File: src/rtl/vme_bus_arbiter_if.sv
// VME arbitration bus bundle: request/busy lines in, grant/clear lines out.
// The master modport is the arbiter's view of the bus.
interface vme_bus_arbiter_if #(
  parameter int unsigned NUM_LEVELS = 4
);
  logic [NUM_LEVELS-1:0] vme_br;
  logic                  vme_bbsy;
  logic [NUM_LEVELS-1:0] vme_bgout;
  logic                  vme_bclr;

  modport master (
    input  vme_br,
    input  vme_bbsy,
    output vme_bgout,
    output vme_bclr
  );

  modport slave (
    output vme_br,
    output vme_bbsy,
    input  vme_bgout,
    input  vme_bclr
  );
endinterface

File: src/rtl/vme_bus_arbiter.sv
// VME system-controller bus arbiter with fixed-priority (MODE=0) or round-robin (MODE=1)
// selection. Define VME_ARB_TIMEOUT_EN to drop a grant that never sees BBSY.
module vme_bus_arbiter #(
  parameter int unsigned  NUM_LEVELS     = 4,
  parameter int unsigned  MODE           = 0,
  parameter int unsigned  TIMEOUT_CYCLES = 255,
  localparam int unsigned LEVEL_W        = (NUM_LEVELS > 1) ? $clog2(NUM_LEVELS) : 1
) (
  input  logic                clock,
  input  logic                reset,
  vme_bus_arbiter_if.master   bus,
  output logic [LEVEL_W-1:0]  owner,
  output logic                owner_valid,
  output logic                timeout
);

  typedef enum logic [1:0] {StIdle, StGrant, StBusy, StClear} state_e;

  state_e                state_q, state_d;
  logic [NUM_LEVELS-1:0] br_meta_q, br_s_q;
  logic                  bbsy_meta_q, bbsy_s_q;
  logic [NUM_LEVELS-1:0] bgout_q, bgout_d;
  logic                  bclr_q, bclr_d;
  logic [LEVEL_W-1:0]    owner_q, owner_d;
  logic [LEVEL_W-1:0]    ptr_q, ptr_d;
  logic                  owner_valid_q, owner_valid_d;
  logic                  timeout_q, timeout_d;

  logic                  any_req;
  logic [LEVEL_W-1:0]    winner;
  logic                  preempt;

`ifdef VME_ARB_TIMEOUT_EN
  localparam int unsigned CNT_W = $clog2(TIMEOUT_CYCLES + 1);
  logic [CNT_W-1:0] cnt_q, cnt_d;
`else
  logic unused_timeout_cfg;
  assign unused_timeout_cfg = ^TIMEOUT_CYCLES;
`endif

  // Winner selection on synchronised requests.
  always_comb begin : p_winner
    logic [LEVEL_W-1:0] idx;
    any_req = ~&br_s_q;
    winner  = '0;
    idx     = '0;
    if (MODE == 1) begin
      // Descending scan so the first active level after ptr_q is the last one kept.
      for (int unsigned k = NUM_LEVELS; k >= 1; k--) begin
        idx = LEVEL_W'((32'(ptr_q) + k) % NUM_LEVELS);
        if (!br_s_q[idx]) winner = idx;
      end
    end else begin
      for (int i = NUM_LEVELS - 1; i >= 0; i--) begin
        if (!br_s_q[i]) winner = LEVEL_W'(i);
      end
    end
  end

  always_comb begin
    preempt = 1'b0;
    for (int i = 0; i < NUM_LEVELS; i++) begin
      if (!br_s_q[i]) begin
        if (MODE == 1) begin
          if (LEVEL_W'(i) != owner_q) preempt = 1'b1;
        end else if (LEVEL_W'(i) < owner_q) begin
          preempt = 1'b1;
        end
      end
    end
  end

  always_comb begin
    state_d   = state_q;
    bgout_d   = bgout_q;
    bclr_d    = bclr_q;
    owner_d   = owner_q;
    ptr_d     = ptr_q;
    timeout_d = 1'b0;
`ifdef VME_ARB_TIMEOUT_EN
    cnt_d     = cnt_q;
`endif
    case (state_q)
      StIdle: begin
        bgout_d = '1;
        bclr_d  = 1'b1;
`ifdef VME_ARB_TIMEOUT_EN
        cnt_d   = '0;
`endif
        // An asserted BBSY with no known owner blocks any new grant.
        if (any_req && bbsy_s_q) begin
          for (int i = 0; i < NUM_LEVELS; i++) bgout_d[i] = (LEVEL_W'(i) != winner);
          owner_d = winner;
          if (MODE == 1) ptr_d = winner;
          state_d = StGrant;
        end
      end
      StGrant: begin
        if (!bbsy_s_q) begin
          bgout_d = '1;
          state_d = StBusy;
        end else if (br_s_q[owner_q]) begin
          bgout_d = '1;
          state_d = StIdle;
        end
`ifdef VME_ARB_TIMEOUT_EN
        else if (cnt_q == CNT_W'(TIMEOUT_CYCLES - 1)) begin
          bgout_d   = '1;
          timeout_d = 1'b1;
          state_d   = StIdle;
        end else begin
          cnt_d = cnt_q + 1'b1;
        end
`endif
      end
      StBusy: begin
        if (bbsy_s_q) begin
          state_d = StIdle;
        end else if (preempt) begin
          bclr_d  = 1'b0;
          state_d = StClear;
        end
      end
      StClear: begin
        if (bbsy_s_q) begin
          bclr_d  = 1'b1;
          state_d = StIdle;
        end
      end
      default: begin
        bgout_d = '1;
        bclr_d  = 1'b1;
        state_d = StIdle;
      end
    endcase
    owner_valid_d = (state_d != StIdle);
  end

  always_ff @(posedge clock) begin
    if (!reset) begin
      br_meta_q     <= '1;
      br_s_q        <= '1;
      bbsy_meta_q   <= 1'b1;
      bbsy_s_q      <= 1'b1;
      state_q       <= StIdle;
      bgout_q       <= '1;
      bclr_q        <= 1'b1;
      owner_q       <= '0;
      ptr_q         <= LEVEL_W'(NUM_LEVELS - 1);
      owner_valid_q <= 1'b0;
      timeout_q     <= 1'b0;
`ifdef VME_ARB_TIMEOUT_EN
      cnt_q         <= '0;
`endif
    end else begin
      br_meta_q     <= bus.vme_br;
      br_s_q        <= br_meta_q;
      bbsy_meta_q   <= bus.vme_bbsy;
      bbsy_s_q      <= bbsy_meta_q;
      state_q       <= state_d;
      bgout_q       <= bgout_d;
      bclr_q        <= bclr_d;
      owner_q       <= owner_d;
      ptr_q         <= ptr_d;
      owner_valid_q <= owner_valid_d;
      timeout_q     <= timeout_d;
`ifdef VME_ARB_TIMEOUT_EN
      cnt_q         <= cnt_d;
`endif
    end
  end

  assign bus.vme_bgout = bgout_q;
  assign bus.vme_bclr  = bclr_q;
  assign owner         = owner_q;
  assign owner_valid   = owner_valid_q;
  assign timeout       = timeout_q;

endmodule

File: src/flat_wrapper.sv
// flat-port wrapper written by rule: the top's interface ports become plain ports
module vme_bus_arbiter_flat 
#(
  parameter int unsigned  NUM_LEVELS     = 4,
  parameter int unsigned  MODE           = 0,
  parameter int unsigned  TIMEOUT_CYCLES = 255,
  localparam int unsigned LEVEL_W        = (NUM_LEVELS > 1) ? $clog2(NUM_LEVELS) : 1
)
  (clock, reset, owner, owner_valid, timeout, bus_vme_br, bus_vme_bbsy, bus_vme_bgout, bus_vme_bclr);
  vme_bus_arbiter_if #(.NUM_LEVELS(NUM_LEVELS)) bus_i ();
  input  logic clock;
  input  logic reset;
  output logic [LEVEL_W-1:0] owner;
  output logic owner_valid;
  output logic timeout;
  input wire logic [$bits(bus_i.vme_br)-1:0] bus_vme_br;
  input wire logic [$bits(bus_i.vme_bbsy)-1:0] bus_vme_bbsy;
  output wire logic [$bits(bus_i.vme_bgout)-1:0] bus_vme_bgout;
  output wire logic [$bits(bus_i.vme_bclr)-1:0] bus_vme_bclr;
  assign bus_i.vme_br = bus_vme_br;
  assign bus_i.vme_bbsy = bus_vme_bbsy;
  assign bus_vme_bgout = bus_i.vme_bgout;
  assign bus_vme_bclr = bus_i.vme_bclr;
  vme_bus_arbiter #(.NUM_LEVELS(NUM_LEVELS), .MODE(MODE), .TIMEOUT_CYCLES(TIMEOUT_CYCLES)) u_core (.clock(clock), .reset(reset), .bus(bus_i), .owner(owner), .owner_valid(owner_valid), .timeout(timeout));
endmodule
File: config.mk
export PLATFORM = sky130hd
export DESIGN_NAME = vme_bus_arbiter_flat
export DESIGN_NICKNAME = d
export VERILOG_FILES = /design/src/rtl/vme_bus_arbiter_if.sv /design/src/rtl/vme_bus_arbiter.sv /design/src/flat_wrapper.sv
export SDC_FILE = /design/constraint.sdc
export NUM_CORES = 1
export LEC_CHECK = 0
export BUFFER_PORTS_ARGS = -buffer_cell sky130_fd_sc_hd__buf_2
export CAP_MARGIN = 15
export CORE_AREA = 2 2 41 53
export CTS_CLUSTER_DIAMETER = 50
export DETAILED_ROUTE_END_ITERATION = 16
export DIE_AREA = 0 0 43 55
export MAX_ROUTING_LAYER = met4
export PLACE_DENSITY = 0.61
export SYNTH_ARGS = -nofsm -noshare
export SYNTH_HDL_FRONTEND = slang
export SYNTH_SLANG_ARGS = --single-unit
File: constraint.sdc
create_clock -name clock -period 1.8 [get_ports clock]
set_input_delay 0 -clock clock [delete_from_list [all_inputs] [get_ports clock]]
set_output_delay 0 -clock clock [all_outputs]
set_load 0.01 [all_outputs]
After elaboration in Yosys (flattened, before gate mapping)
Cells that the tools add are included.
{"block": "classes", "multipliers": 0, "div_mod_pow": 0, "reduce_logical": 11, "addsub": 0, "bitwise_logic": 0, "n_lt_le_gt_ge": 5, "n_shift": 0, "muxes": 29, "n_eq_ne": 10}
{"operator": "2-bit 2-to-1 mux", "count": 10}
{"operator": "1-bit 2-to-1 mux", "count": 12}
{"operator": "4-bit 2-to-1 mux", "count": 3}
{"operator": "2-bit one-hot mux with 4 select lines", "count": 1}
{"operator": "4-bit one-hot mux with 2 select lines", "count": 1}
{"operator": "4-bit AND reduction", "count": 2}
{"operator": "2-bit nonzero test", "count": 3}
{"operator": "2-bit equality test, second input constant", "count": 2}
{"operator": "1-bit by 2-bit less-than comparator with 1-bit output, first input constant", "count": 2}
{"operator": "2-bit less-than comparator, first input constant", "count": 2}
{"operator": "2-bit by 1-bit inequality test with 1-bit output, second input constant", "count": 2}
{"operator": "2-bit inequality test, first input constant", "count": 2}
{"operator": "2-bit AND reduction", "count": 2}
{"operator": "2-bit by 3-bit less-than comparator with 1-bit output, second input constant", "count": 1}
{"operator": "3-bit inequality test, second input constant", "count": 1}
{"operator": "1-bit one-hot mux with 3 select lines", "count": 1}
{"operator": "3-bit nonzero test", "count": 1}
{"operator": "1-bit binary-select mux with 2-bit select", "count": 1}
{"operator": "2-bit by 1-bit equality test with 1-bit output, second input constant", "count": 1}
{"operator": "2-bit logical NOT", "count": 1}
{"operator": "1-bit by 2-bit inequality test with 1-bit output, first input constant", "count": 1}
{"operator": "2-bit inequality test, second input constant", "count": 1}
{"operator": "1-bit logical AND", "count": 1}
{"operator": "1-bit logical NOT", "count": 1}
{"block": "word_totals", "output_inout_bits": 9, "latch_bits": 0, "mem_bits_rw": 0, "rom_bits": 0, "wordCells": 64, "n_memories": 0, "input_bits": 7, "regBits": 20}

Longest topological paths before layout
Gate-level depths: netlist of run 1.
{"block": "logic_depth", "depth_word": 13, "ltp_mapped": 5}

Worst setup path after synthesis of run 1
OpenSTA, ideal clock, no wires.
{"block": "synth_path", "path_kind": "register -> register", "startpoint": "register u_core.owner_q[0] (netlist: u_core.owner[0])", "endpoint": "register u_core.bgout_q[0] (netlist: u_core.bus.vme_bgout[0])", "n_path_buf": 0, "period_less_slack_ns": 1.469, "path_stages_with_launch": 5, "t_arrival_ns": 1.333, "setup_slack_ns": 0.331, "path_cell_list": "dfxtp_1 mux4_2 o21bai_4 nor2b_1 o21ai_0"}
{"block": "synth_via", "elab_chain_cells": 4}
{"item": "from (decl)", "line": "vme_bus_arbiter.sv:24", "text": "logic [LEVEL_W-1:0] owner_q, owner_d;"}
{"item": "from (signal assigned)", "line": "vme_bus_arbiter.sv:163", "text": "owner_q <= owner_d;"}
{"item": "1-bit binary-select mux with 2-bit select", "line": "vme_bus_arbiter.sv:102", "text": "end else if (br_s_q[owner_q]) begin"}
{"item": "1-bit 2-to-1 mux (implied by the code)", "line": "vme_bus_arbiter.sv:102"}
{"item": "3-bit inequality test (no source line)"}
{"item": "2-bit AND reduction (no source line)"}
{"item": "to (signal assigned)", "line": "vme_bus_arbiter.sv:161", "text": "bgout_q <= bgout_d;"}
{"item": "to (decl)", "line": "vme_bus_arbiter.sv:22", "text": "logic [NUM_LEVELS-1:0] bgout_q, bgout_d;"}
Every way passes these cells. The select of a mux whose other input is x is not followed.
A chain may end at the register's enable or synchronous reset.

Final worst setup path of run 1
Ends and elaborated chain as after synthesis.

==> results of run 1 <==
[layout make-up]
class | count | area, µm² | area share
Multi-Input combinational cell | 55 | 358 | 0.362
Clock buffer | 3 | 22.5 | 0.0228
Tap cell | 20 | 25.0 | 0.0253
Timing Repair Buffer | 21 | 135 | 0.137
Sequential cell | 20 | 400 | 0.405
Inverter | 5 | 18.8 | 0.0190
Clock inverter | 1 | 30.0 | 0.0303
[registers in the layout, summed over array words and instances, names as in the netlist]
name and count:
u_core.bbsy_meta_q 1, u_core.owner_valid 1, u_core.br_s_q 4, u_core.bus.vme_bgout 4
u_core.state_q 2, u_core.bbsy_s_q 1, u_core.bus.vme_bclr 1, u_core.br_meta_q 4
u_core.owner 2
[per-layer routing]
| layer | part of all wire | vias to the layer above | wire (µm) |
|---|---|---|---|
| met5 | 0 | - | 0 |
| met3 | 0.037 | 2 | 55 |
| met4 | 0.0088 | 0 | 13 |
| met2 | 0.49 | 17 | 715 |
| met1 | 0.47 | 298 | 685 |
| li1 | - | 323 | - |
[per-stage QoR]
| stage | util | hold WS (ns) | instance area (µm²) | power, µW |
|---|---|---|---|---|
| 2_1_floorplan | - | 0.101 | 796 | 544 |
| 3_3_place_gp | 0.469 | 0.180 | 887 | 571 |
| 4_1_cts | 0.523 | 0.0974 | 990 | 946 |
| 5_1_grt | 0.523 | 0.105 | 990 | 973 |
| 3_5_place_dp | 0.469 | 0.184 | 887 | 573 |
| 6_report | 0.523 | 0.0903 | 990 | 939 |
[how the worst max path moves through the flow]
stage                         start                 endpoint  slack [ns]
floorplan           u_core.owner[0]  u_core.bus.vme_bgout[0]        0.33
global placement    u_core.owner[0]  u_core.bus.vme_bgout[0]        0.37
detailed placement  u_core.owner[0]  u_core.bus.vme_bgout[0]        0.31
CTS                 u_core.owner[0]  u_core.bus.vme_bgout[0]        0.30
global route        u_core.owner[0]  u_core.bus.vme_bgout[0]        0.19
finish              u_core.owner[0]  u_core.bus.vme_bgout[0]        0.30
[worst max-delay path: stages, from the launching register on]
cell	delay, ns
dfxtp_1	0.41
mux4_2	0.57
o21bai_4	0.20
nor2b_1	0.14
o21ai_0	0.07
[power by group through the flow]
stage / logic (µW) / clock network [µW] / registers (µW)
after floorplan: 58.3 / 0 / 486
after global routing: 103 / 390 / 481
after global placement: 83.5 / 0 / 487
final: 92.3 / 369 / 478
after CTS: 93.3 / 375 / 478
after detailed placement: 84.8 / 0 / 488
[synth_stat cells]
cell | instances | area, µm²
nor3_1 | 2 | 10.0
dfxtp_1 | 20 | 400
clkbuf_1 | 3 | 11.3
mux4_2 | 1 | 22.5
nand4_1 | 1 | 6.26
a21oi_1 | 3 | 15.0
o31a_1 | 2 | 17.5
a32oi_1 | 1 | 8.76
o221ai_1 | 1 | 8.76
and2_1 | 2 | 12.5
buf_4 | 1 | 7.51
o21ai_0 | 3 | 15.0
nor2_1 | 5 | 18.8
a31oi_1 | 3 | 18.8
o211a_1 | 1 | 10.0
nand2b_1 | 12 | 75.1
conb_1 | 1 | 3.75
nand3b_1 | 1 | 7.51
nor3b_1 | 2 | 15.0
inv_1 | 5 | 18.8
nand2_1 | 6 | 22.5
a211oi_1 | 1 | 7.51
nor2b_1 | 3 | 18.8
mux2i_1 | 1 | 10.0
o21bai_4 | 1 | 18.8
o21a_1 | 2 | 15.0
[timing repair]
action,in CTS,in global routing
endpoints found under the setup margin,0,0
hold buffers,5,0
hold endpoints to repair,5,0
setup buffers,0,0
[logic make-up after synthesis]
family | count (synthesis) | share of synthesized area
flip-flops | 20 | 0.503
multiplexers | 2 | 0.0409
AND/OR/NAND/NOR | 34 | 0.234
AO/OA/AOI/OAI | 18 | 0.170
other | 1 | 0.00471
buffers and inverters | 9 | 0.0472
==> run metrics, run 1 <==
CP Data Required Time about 2.0 ns; Clock Tree Buf Depth 2; drt initial violations 11; post-CTS sizing 0; Slew Limit Fails 0; Final Skew 0.0126 ns; DR vias 640; Final setup viols 0; syn nets 91; area grow syn2layout 24.4%; die area 0.00237 mm²; GR Layer Usage met1 0.150; clock tree from TritonCTS yes; clock transition at the registers of the reported paths roughly 0.13 ns; Hold EP u_core.br_s_q[0]; Setup WS pre-CTS between 0.3 and 0.4 ns; Ys Warns 0; max-cap violation count 0; Clk pwr share 0.393; FF+latch count, synth 20; P_int 735 µW; Netlist Area Pre-Place 796 µm²; startpoint types register; Critical Path End Type register; FMAX roughly 670 MHz; post-synth cell types 26; Fin Setup TNS 0 ns; vias per inst 5.12; Die W 43 µm; Power Dens Cells roughly 950 mW/mm²; crit path time final between 1 and 1.5 ns; leak pwr 0.000424 µW; Syn Area/Cell around 9.5 µm²; router iterations before antenna repair 4; sw frac 0.217; GR Util All Layers 0.140; Inserted Diodes 0; HPWL Detailed between 1 and 1.5 mm; Hold Path Depth 3; Cells after Synth 84; Ports 16; Skew-Pair Late Insertion Delay 0.30 ns; WL/cell 11.8 µm; Worst Hold Class input port to register; R2R depth 4; Placed Cells incl. Taps 116; status finished clean; final hold violation count 0; gr busiest metal met2; Psw 204 µW; initial antenna violation count 0; Reg2Reg Launch Point u_core.owner[0]; commonest non-fill, non-tap cell in the layout dfxtp_1; clock sink count 20; final antenna-violating net count 0; CTS H-Tree Depth 1; Die Y 55 µm; Core ar. 0.00189 mm²; final worst slack approximately 0.3 ns; Routed WL 1.47 mm; nets@finish ~110; largest net degree at the start of global routing 21; Rows 18; RSZ-0062 raised after global routing false; met3 GRT Util 0.0195; met2 Use GR 0.245; worst vdd ir 0.753 mV; vias in the first global route 608; drt drc 0; routability cong. 0.780; commonest cells after routing, fill and taps aside dfxtp_1 (20), buf_2 (14), nand2b_1 (12), nand2_1 (6); Final Cycle Share 0.831; register area share after synthesis 0.503; Crit Path Class register to register; Initial Util 0.421; hold_sp reset; Num CTS Buffers 3; root buffer selected by CTS clkbuf_4; FF-to-FF End u_core.bus.vme_bgout[0]; first-pass GRT wire length ~2.4 mm; share of cells above drive strength 1 0.210; grt total ovfl 0; fillers 187; R2R setup slack between 0.3 and 0.4 ns; CP arrival 1.70 ns; part of the power in registers 0.509; Layout Cells excl Fill roughly 130; Logic pwr share 0.098; worst-path maximum fanout 6; IO buf count 14
(Power assumes the default switching activity.)
==> inputs of run 2 (changes only) <==
Settings changed: ABC_AREA from default to 1, CORE_AREA 2 2 41 53 to 2 2 41 52, DIE_AREA 0 0 43 55 to 0 0 43 54, PLACE_DENSITY 0.61 to 0.64.
Clock period 1.8 ns to 1.26 ns, I/O delays scaled along.
==> run 2 against run 1 <==
  * Cell count up 14%
  * Global-route usage up 1.1 points
  * Total power up 29%
  * Utilization down 0.26 points
  * Clock power about the same
  * Wire length down 0.75%
  * Die area down 1.8%
  * Worst hold slack better by 0.32 ns
==> run metrics, run 2 <==
first-pass GRT wire length 2.45 mm; final hold violation count 0; Die W 43 µm; FF+latch count, synth 20; crit path time final 1.15 ns; initial antenna violation count 0; IO buf count 14; largest net degree at the start of global routing 17; Initial Util 0.415; Area after DPL 870 µm²; root buffer selected by CTS clkbuf_4; WL/cell between 10 and 15 µm; area of the multi-input gates 332 µm²; Psw 298 µW; Ys Warns 0; FMAX 872 MHz; Cells after Synth 101; clock sink count 20; worst-path maximum fanout 6; Routed WL 1.46 mm; cell taking the most area after synthesis dfxtp_1; leak pwr between 0.0004 and 0.0005 µW; drt drc 0; Worst Hold Class input port to register; Final Skew 0.0101 ns; Logic pwr share 0.126; Core ar. 0.00189 mm²; cell depth of the worst setup path 8; post-synth cell types 20; grt total ovfl 0; drt initial violations 7; Final Cycle Share 0.910; part of the power in registers 0.572; startpoint types register; Crit Path Class register to register; Hold Path Depth 3; vias per inst about 4.6; Power Dens Cells 1230 mW/mm²; Clock Tree Buf Depth 2; routability cong. about 0.86; Final setup viols 0; Num CTS Buffers 3; commonest non-fill, non-tap cell in the layout nand2_1; top_reg_cell synth dfxtp_1; Netlist Area Pre-Place 786 µm²; Clk pwr share 0.302; hold_ws 0.411 ns; vias in the first global route 598; nets@finish 131; Syn Area/Cell 7.78 µm²; crit-path cells inv_2 > nand2_4 > nor2_2 > nand3_2 > nand2_4 > inv_2 > o21ai_0 > nand2_1; CP max stage delay 0.36 ns; post-synthesis async set-or-reset flop share 0; GR Util All Layers 0.151; R2R setup slack 0.11 ns; Placed Cells incl. Taps 133; worst vdd ir 0.854 mV; CP arrival 1.34 ns; final antenna-violating net count 0; register area share after synthesis 0.510; Fin Setup TNS 0 ns; commonest cells after routing, fill and taps aside nand2_1 (24), dfxtp_1 (15), buf_2 (14), inv_1 (11), or2_2 (10); sw frac 0.245; router iterations before antenna repair 4; die area 0.00232 mm²; Skew-Pair Late Insertion Delay approximately 0.3 ns; area grow syn2layout 25.3%; max-cap violation count 0; CP max-delay cell dfxtp_1; Ports 16; P_int 915 µW; final worst slack ~0.11 ns; R2R depth 8; clock transition at the registers of the reported paths roughly 0.11 ns; fillers 194; Critical Path End Type register; syn nets 108; Layout Cells excl Fill 143; Area contributors post-synth dfxtp_1 (51%), nand2_1 (11%), or2_2 (8.0%), inv_1 (5.7%), a21oi_1 (3.8%); Inserted Diodes 0; share of cells above drive strength 1 0.333; clock tree from TritonCTS yes; Buf+Inv Stages, Crit Path 2; Design Area, Final 985 µm²; RSZ-0062 raised after global routing false; DR vias 661; Reg area 409 µm²; Slew Limit Fails 0; top post-synthesis cells by count nand2_1 (24), dfxtp_1 (20), inv_1 (12), or2_2 (10); CP delay by family, top simple AND/OR/NAND/NOR gates; Die Y 54 µm; Post-synth EDFFs 0; CP Data Required Time 1.45 ns; share of Yosys cell area claimed by the top area cell type 0.510; top-count cell post-synth nand2_1; CTS H-Tree Depth 1; Setup WS pre-CTS 0.0755 ns; status finished clean; Rows 18; HPWL Detailed 1.05 mm
-- run 2: per-layer routing --
metal | routed length (µm) | vias up | track usage
li1 | - | 358 | -
met1 | 656 | 293 | 0.152
met2 | 753 | 8 | 0.278
met3 | 32 | 2 | 0.0201
met4 | 16 | 0 | 0.0909
met5 | 0 | - | -
-- run 2: area by class of cell --
cell class	instances	share of cell area
flip-flops and latches	20	0.416
multi-input cells	65	0.337
repair buffers	20	0.132
inverters	14	0.0534
clock buffers	4	0.0368
well taps	20	0.0254
-- run 2: power by group through the flow --
stage / clock (µW) / sequential [µW] / combinational (µW)
2_1_floorplan: 0 / 710 / 89.4
3_5_place_dp: 0 / 706 / 137
4_1_cts: 396 / 692 / 151
6_report: 366 / 694 / 152
5_1_grt: 402 / 700 / 175
3_3_place_gp: 0 / 705 / 136
-- run 2: worst reg2reg max path: cells and delay by family (launching register included) --
kind / cells / cell delay [ns]
DFF: 1 / 0.36
buffers and inverters: 2 / 0.15
and+or+nand+nor: 5 / 0.46
AOI/OAI and AO/OA: 1 / 0.07
-- run 2: repair_timing --
| action | in CTS | in global routing |
|---|---|---|
| endpoints found under the setup margin | 0 | 6 |
| hold endpoints to repair | 9 | 0 |
| setup buffers | 0 | 0 |
| gates resized for setup | 0 | 10 |
| hold buffers | 6 | 0 |
-- run 2: path summary, 6_finish.rpt --
path | from | to
max | u_core.state_q[1] | u_core.bus.vme_bgout[0]
min | bus_vme_br[2] | u_core.br_meta_q[2]
max reg2reg | u_core.state_q[1] | u_core.bus.vme_bgout[0]
min reg2reg | u_core.br_meta_q[1] | u_core.br_s_q[1]
-- run 2: logic make-up (layout without fill, tap and decap cells) --
logic type / after synthesis / in the layout / share of synthesized area
other: 1 / 1 / 0.00477
and+or+nand+nor: 51 / 51 / 0.315
AOI/OAI and AO/OA: 13 / 13 / 0.0892
DFF: 20 / 20 / 0.510
buffers and inverters: 16 / 38 / 0.0812
-- run 2: stage by stage --
| stage | total power (µW) | util |
|---|---|---|
| 5_1_grt | 1280 | 0.521 |
| 3_3_place_gp | 840 | 0.460 |
| 2_1_floorplan | 800 | - |
| 3_5_place_dp | 843 | 0.460 |
| 4_1_cts | 1240 | 0.511 |
| 6_report | 1210 | 0.521 |
